==> src/rtl/fifo_ctrl_pkg.sv <==
// fifo_ctrl_pkg: shared defaults for the FIFO controller and its storage array
package fifo_ctrl_pkg;
    localparam int DEF_DATA_WIDTH   = 10;
    localparam int DEF_ADDR_WIDTH   = 3;
    localparam int DEF_DEPTH        = 1 << DEF_ADDR_WIDTH;
    localparam int DEF_ALMOST_FULL  = 6;
    localparam int DEF_ALMOST_EMPTY = 2;
endpackage

==> src/rtl/fifo_ctrl_memory.sv <==
// memory: dual-port array with synchronous write and registered, resettable read port
module memory
    import fifo_ctrl_pkg::*;
#(
    parameter int DATA_WIDTH = DEF_DATA_WIDTH,
    parameter int ADDR_WIDTH = DEF_ADDR_WIDTH
) (
    input  logic                  clk,
    input  logic                  reset_L,
    input  logic [ADDR_WIDTH-1:0] write_addr,
    input  logic [ADDR_WIDTH-1:0] read_addr,
    input  logic                  write_enable,
    input  logic                  read_enable,
    input  logic [DATA_WIDTH-1:0] Fifo_Data_in,
    output logic [DATA_WIDTH-1:0] Fifo_Data_out
);
    logic [DATA_WIDTH-1:0] mem [1 << ADDR_WIDTH];

    always_ff @(posedge clk)
        if (write_enable) mem[write_addr] <= Fifo_Data_in;

    always_ff @(posedge clk or negedge reset_L)
        if (!reset_L) Fifo_Data_out <= '0;
        else if (read_enable) Fifo_Data_out <= mem[read_addr];
endmodule

==> src/rtl/fifo_ctrl.sv <==
// fifo_ctrl: synchronous FIFO pointers, occupancy count, sticky error and flag decode
module fifo_ctrl
    import fifo_ctrl_pkg::*;
#(
    parameter int DATA_WIDTH   = DEF_DATA_WIDTH,
    parameter int ADDR_WIDTH   = DEF_ADDR_WIDTH,
    parameter int ALMOST_FULL  = DEF_ALMOST_FULL,
    parameter int ALMOST_EMPTY = DEF_ALMOST_EMPTY
) (
    input  logic                  clk,
    input  logic                  reset_L,
    input  logic                  push,
    input  logic                  pop,
    input  logic [DATA_WIDTH-1:0] data_in,
    output logic [DATA_WIDTH-1:0] data_out,
    output logic                  valid_out,
    output logic [ADDR_WIDTH:0]   count,
    output logic                  full,
    output logic                  empty,
    output logic                  almost_full,
    output logic                  almost_empty,
    output logic                  error
);
    localparam int DEPTH = 1 << ADDR_WIDTH;

    logic [ADDR_WIDTH-1:0] wr_ptr, rd_ptr;
    logic                  push_ok, pop_ok;

    // Occupancy alone decides full/empty, so the pointers may simply wrap
    assign full         = count == (ADDR_WIDTH+1)'(DEPTH);
    assign empty        = count == '0;
    assign almost_full  = count >= (ADDR_WIDTH+1)'(ALMOST_FULL);
    assign almost_empty = count <= (ADDR_WIDTH+1)'(ALMOST_EMPTY);
    assign push_ok      = push && !full;
    assign pop_ok       = pop && !empty;

    always_ff @(posedge clk or negedge reset_L)
        if (!reset_L) begin
            wr_ptr    <= '0;
            rd_ptr    <= '0;
            count     <= '0;
            valid_out <= 1'b0;
            error     <= 1'b0;
        end else begin
            if (push_ok) wr_ptr <= wr_ptr + 1'b1;
            if (pop_ok) rd_ptr <= rd_ptr + 1'b1;
            if (push_ok != pop_ok) count <= push_ok ? count + 1'b1 : count - 1'b1;
            valid_out <= pop_ok;
            if ((push && full) || (pop && empty)) error <= 1'b1;
        end

    memory #(.DATA_WIDTH(DATA_WIDTH), .ADDR_WIDTH(ADDR_WIDTH)) u_mem (
        .clk          (clk),
        .reset_L      (reset_L),
        .write_addr   (wr_ptr),
        .read_addr    (rd_ptr),
        .write_enable (push_ok),
        .read_enable  (pop_ok),
        .Fifo_Data_in (data_in),
        .Fifo_Data_out(data_out)
    );
endmodule
==> config.mk <==
export PLATFORM = sky130hd
export DESIGN_NAME = fifo_ctrl
export DESIGN_NICKNAME = d
export VERILOG_FILES = /design/src/rtl/fifo_ctrl_pkg.sv /design/src/rtl/fifo_ctrl_memory.sv /design/src/rtl/fifo_ctrl.sv
export SDC_FILE = /design/constraint.sdc
export NUM_CORES = 1
export LEC_CHECK = 0
export ABC_AREA = 1
export BUFFER_PORTS_ARGS = -buffer_cell sky130_fd_sc_hd__buf_2
export CAP_MARGIN = 20
export CORE_ASPECT_RATIO = 1.4
export CORE_MARGIN = 1
export CORE_UTILIZATION = 60
export CTS_BUF_LIST = sky130_fd_sc_hd__clkbuf_2
export DETAILED_ROUTE_END_ITERATION = 10
export PLACE_DENSITY = 0.8
export SETUP_SLACK_MARGIN = 0.3
export SLEW_MARGIN = 25
export SYNTH_ARGS = -nofsm -noshare
export SYNTH_HDL_FRONTEND = slang
export SYNTH_HIERARCHICAL = 1
export SYNTH_SLANG_ARGS = --single-unit
export TNS_END_PERCENT = 10
==> constraint.sdc <==
create_clock -name clk -period 1.9 [get_ports clk]
set_input_delay 0.38 -clock clk [delete_from_list [all_inputs] [get_ports clk]]
set_output_delay 0.38 -clock clk [all_outputs]
set_load 0.02 [all_outputs]
== Word level (Yosys, flattened, before mapping) ==
Memories as Yosys holds them, arrays and structs flattened. A register that Yosys moved wholly into a read port is not among the register bits.
Cells that the tools add are included.

* Input bits: 14
* Bits in writable memories: 80
* Register bits: 12
* Memories kept: 1
* Output and inout bits: 20
* Word-level logic and storage cells: 26

* Reduce and logical (&&, ||, !) cells: 9
* Add/sub/neg operators: 4
* Magnitude comparators: 2
* Mux-type cells: 3
* Equality and inequality tests: 2

{| class="wikitable"
|+ Memories
! memory !! words !! width !! read ports !! clocked after Yosys merged registers in !! write ports !! RTL line !! source
|-
| u_mem.mem || 8 || 10 || 1 || 1 || 1 || fifo_ctrl_memory.sv:17 || <nowiki>logic [DATA_WIDTH-1:0] mem [1 << ADDR_WIDTH];</nowiki>
|}

{| class="wikitable"
|+ Operator list
! kind !! count
|-
| 3-bit by 1-bit adder with 3-bit output (second input constant) || 2
|-
| 4-bit by 1-bit adder with 4-bit output (second input constant) || 1
|-
| 4-bit equality test (second input constant) || 1
|-
| 4-bit by 3-bit greater-or-equal comparator with 1-bit output (second input constant) || 1
|-
| 4-bit by 2-bit <= comparator with 1-bit output (second input constant) || 1
|-
| 1-bit logical AND || 4
|-
| 4-bit logical NOT || 1
|-
| 4-bit two-way mux || 1
|-
| 4-bit by 1-bit subtractor with 4-bit output (second input constant) || 1
|-
| 1-bit logical NOT || 3
|-
| 1-bit two-way mux || 2
|-
| 1-bit logical OR || 1
|-
| 1-bit inequality test || 1
|}

== Logic depth before layout (Yosys ltp) ==
* Depth after elaboration: 5
* Gate-level depth with buffers: 13
* Depth with buffers taken out: 13

== Cells and area by module ==
Netlist, hierarchy kept.

{| class="wikitable"
|+ Modules (own cells, without submodules)
! module !! area an instance (µm²) !! times used !! cells an instance !! sequential area each (µm²)
|-
| memory || 3,826.2 || 1 || 366 || 2,652.5
|-
| fifo_ctrl || 701.9 || 1 || 73 || 300.3
|}

== Worst setup path before layout ==
OpenSTA, ideal clock, no wires.

* Path type: reg2reg
* Start point: reg count[0]
* End point: mem u_mem/mem[1][0] (netlist name) (enable)
* Clock period less this slack: 1.869 ns
* Slack: 0.031 ns
* Stages on the path, launching flop included: 7
* Data required time: 1.524 ns
* Buffers on the path: 0
* Library setup time: 0.376 ns
* Arrival time: 1.493 ns
* Cell sequence: dfrtp_1 > nor2_2 > nand2_4 > nand2_8 > inv_4 > nand2_1 > nor2_1

* Word-level cells in the longest chain between the ends: 5

{| class="wikitable"
|+ Ends and longest elaborated chain
! element !! RTL line !! source
|-
| start: declaration || fifo_ctrl.sv:17 || <nowiki>output logic [ADDR_WIDTH:0] count,</nowiki>
|-
| start signal: assignment || fifo_ctrl.sv:47 || <nowiki>if (push_ok != pop_ok) count <= push_ok ? count + 1'b1 : count - 1'b1;</nowiki>
|-
| 4-bit equality test || fifo_ctrl.sv:30 || <nowiki>assign full = count == (ADDR_WIDTH+1)'(DEPTH);</nowiki>
|-
| 1-bit logical NOT || fifo_ctrl.sv:34 || <nowiki>assign push_ok = push && !full;</nowiki>
|-
| 1-bit logical AND || fifo_ctrl.sv:34 ||
|-
| via push_ok || fifo_ctrl.sv:27 || <nowiki>logic push_ok, pop_ok;</nowiki>
|-
| 1-bit two-way mux || fifo_ctrl_memory.sv:20 || <nowiki>if (write_enable) mem[write_addr] <= Fifo_Data_in;</nowiki>
|-
| 1-bit two-way mux (not written as such) || fifo_ctrl_memory.sv:20 ||
|-
| end: declaration || fifo_ctrl_memory.sv:17 ||
|}

The timed path passes the listed nets, and every way through them passes these cells.

== Worst setup path after layout ==
* Start point: reg count[1]
* End point: out almost_empty

* Word-level cells in the longest chain between the ends: 1

{| class="wikitable"
|+ Ends and longest elaborated chain
! element !! RTL line !! source
|-
| 4-bit by 2-bit <= comparator with 1-bit output || fifo_ctrl.sv:33 || <nowiki>assign almost_empty = count <= (ADDR_WIDTH+1)'(ALMOST_EMPTY);</nowiki>
|-
| end: declaration || fifo_ctrl.sv:21 || <nowiki>output logic almost_empty,</nowiki>
|}

Every way passes these cells.

==> impl_metrics.json <==
{
  "cp.required_ns": 1.52,
  "yosys.area.top_type": "edfxtp_1",
  "place_hpwl_um": 6620,
  "numCtsBuffers": 9,
  "cts_root_buffer": "clkbuf_2",
  "antenna_found_initial": 1,
  "run_status": "completed",
  "final_util_pct": 72.5,
  "synth.distinct_cells": 26,
  "clock_latency_ns": 0.56,
  "ant_nets": 0,
  "gr-total-overflow": 0,
  "cp.arrival_ns": 1.49,
  "max_freq_ghz": 0.534,
  "area_growth_pct": 17.0,
  "netlist_instances": 439,
  "synth_seq_cells": 102,
  "grt_pass1_vias": 3128,
  "max-clock-path-buffers": 2,
  "cp-end-kind": "output port",
  "worstRegToRegCells": 8,
  "hold_violations": 0,
  "wire_per_inst_um": 17.5,
  "drc": 0,
  "worstMarginPinSlew_ns": 0.536,
  "critical_path.max_fanout": 4,
  "synth_commonest_cells": "148 x nand2_1, 80 x edfxtp_1, 63 x nand3_1",
  "vdd_drop_max_mv": 1.15,
  "die_x_um": 75.4,
  "grt_pass1_wl_um": 15500,
  "grt_setup_unrepaired": "yes",
  "syn_nets": 458,
  "synth.top_cell.area_share_pct": 53.1,
  "clock_sink_count": 102,
  "synth.most_common_cell": "nand2_1",
  "ys_seq_area_share_pct": 65.2,
  "htreeDepth": 3,
  "syn-cell-area_um2": 4530,
  "dr_total_vias": 3196,
  "nNetsFinal": 506,
  "gp_congestion": 0.875,
  "viasPerCell": 5.42,
  "cts_tree": "done",
  "core_area_um2": 7310,
  "critical_path_class": "flop to output port",
  "pin_count": 34,
  "fin_crit_ns": 1.87,
  "slew_headroom_pct": 64.3,
  "portBuffers": 33,
  "synth_edf_count": 80,
  "pwr_density_cell_nw_per_um2": 1520,
  "grt.total_usage_pct": 28.1,
  "setup_tns_ns": 0,
  "syn_area_per_cell_um2": 10.3,
  "stdcell_count": 590,
  "setup_violations": 0,
  "clk_pin_slew_worst_paths_ns": 0.23,
  "synth.area.top_cells": "edfxtp_1 53%, nand2_1 12%, dfrtp_1 12%",
  "fin_skew_ns": 0.0266,
  "rows": 37,
  "start_util_pct": 61.9,
  "first_pass_iters": 5,
  "synth-main-ff-cell": "edfxtp_1",
  "ys_warn_count": 6,
  "hold-path-cell-count": 3,
  "drtIter0Drc": 368,
  "pre_cts_ws_ns": 0.0897,
  "grt_max_degree": 41,
  "fin_crit_sh_pct": 98.6,
  "cap_violations": 0,
  "p_leak_nw": 2.33,
  "async_flop_share_pct": 21.6,
  "drt_wl_total_um": 10300,
  "dp.cells": 557,
  "die_area_um2": 7900,
  "start_kind": "flop",
  "layout-drive-gt1-share_pct": 28.3,
  "setup_slack_ns": 0.0259,
  "slew_viol_final": 0,
  "die_h_um": 105,
  "hold_path.class": "primary input to flop"
}
## cell families after synthesis
kind of cell | count (synthesis) | share of synthesized area (%)
buffers and inverters | 91 | 9.04
AO/OA/AOI/OAI | 4 | 0.608
XOR/XNOR | 6 | 1.16
AND/OR/NAND/NOR | 231 | 22.4
flip-flops | 102 | 65.2
adder cells (fa/ha/maj) | 5 | 1.55
## sequential cells by signal (all words and copies together) (netlist names)
name	count
rd_ptr	3
valid_out	1
u_mem/mem	80
u_mem/Fifo_Data_out	10
count	4
wr_ptr	3
error	1
## path summary, 6_finish.rpt
kind | start | to | slack [ns]
worst max-delay path | count[1]$_DFFE_PN0P_ | almost_empty | 0.03
worst min-delay path | pop | error$_DFFE_PN0P_ | 0.1
worst max register to register | count[3]$_DFFE_PN0P_ | u_mem/mem[3][5]$_DFFE_PP_ | 0.17
worst min register to register | error$_DFFE_PN0P_ | error$_DFFE_PN0P_ | 0.53
max in group asynchronous | reset_L | count[1]$_DFFE_PN0P_ | 1.19
min in group asynchronous | reset_L | u_mem/Fifo_Data_out[9]$_DFFE_PN0P_ | 0.29
## metal layers
| layer | global-route usage (%) | part of all wire [%] |
|---|---|---|
| met5 | 0 | 0 |
| met3 | 6.36 | 5.8 |
| met2 | 44.8 | 52 |
| met1 | 34.0 | 37 |
| met4 | 17.1 | 5.0 |
## worst max-delay path, stage by stage, from the launching register on
cell and delay (ns):
dfrtp_2 0.50, buf_6 0.14, nand2_2 0.06, nand2_1 0.08
inv_2 0.07, buf_6 0.11
## where the power goes
part	switching, W	leakage (nW)	internal [W]	total (W)
clock	0.000637	0.0705	0.000294	0.000931
sequential	0.000363	0.984	0.00291	0.00328
combinational	0.00237	1.28	0.00145	0.00382
## final cells by class
| type | count | area (um^2) |
|---|---|---|
| flip-flops and latches | 102 | 2960 |
| fillers | 500 | 2010 |
| multi-input cells | 247 | 1360 |
| repair buffers | 51 | 443 |
| inverters | 76 | 312 |
| well taps | 97 | 121 |
| clock inverters | 6 | 52.6 |
| clock buffers | 10 | 50.0 |
| diodes | 1 | 2.50 |
## placed cells by master, fill, tap and decap left out, drive strengths merged
cell         synthesis  final
clkinv               0      6
clkinvlp             0      1
edfxtp              80     80
bufinv               0      1
inv                 76     74
nor2                12     13
fa                   1      1
buf                 14     50
nand3b               1      1
ha                   4      4
clkbuf               1     10
dfrtp               22     22
nand2              155    155
xor2                 2      2
xnor2                4      4
dlygate4sd3          0      1
nand3               63     63
diode                0      1
o21ai                4      4
## metrics by stage
stage          instance area, um^2  power, W  hold WS [ns]
2_1_floorplan                 4590   0.00551        0.0844
3_3_place_gp                  4790   0.00614         0.381
3_5_place_dp                  4790   0.00622         0.385
4_1_cts                       5110   0.00754        0.0469
5_1_grt                       5300   0.00848        0.0715
6_report                      5300   0.00803        0.0957
## what timing repair did
item / in CTS / in global routing
endpoints found under the hold margin: 22 / 0
setup endpoints to repair: 90 / 101
hold buffers: 1 / 0
pin swaps: 9 / 22
cloned: 0 / 1
setup buffers: 10 / 4
gates resized for setup: 35 / 41
(Power assumes the default switching activity.)
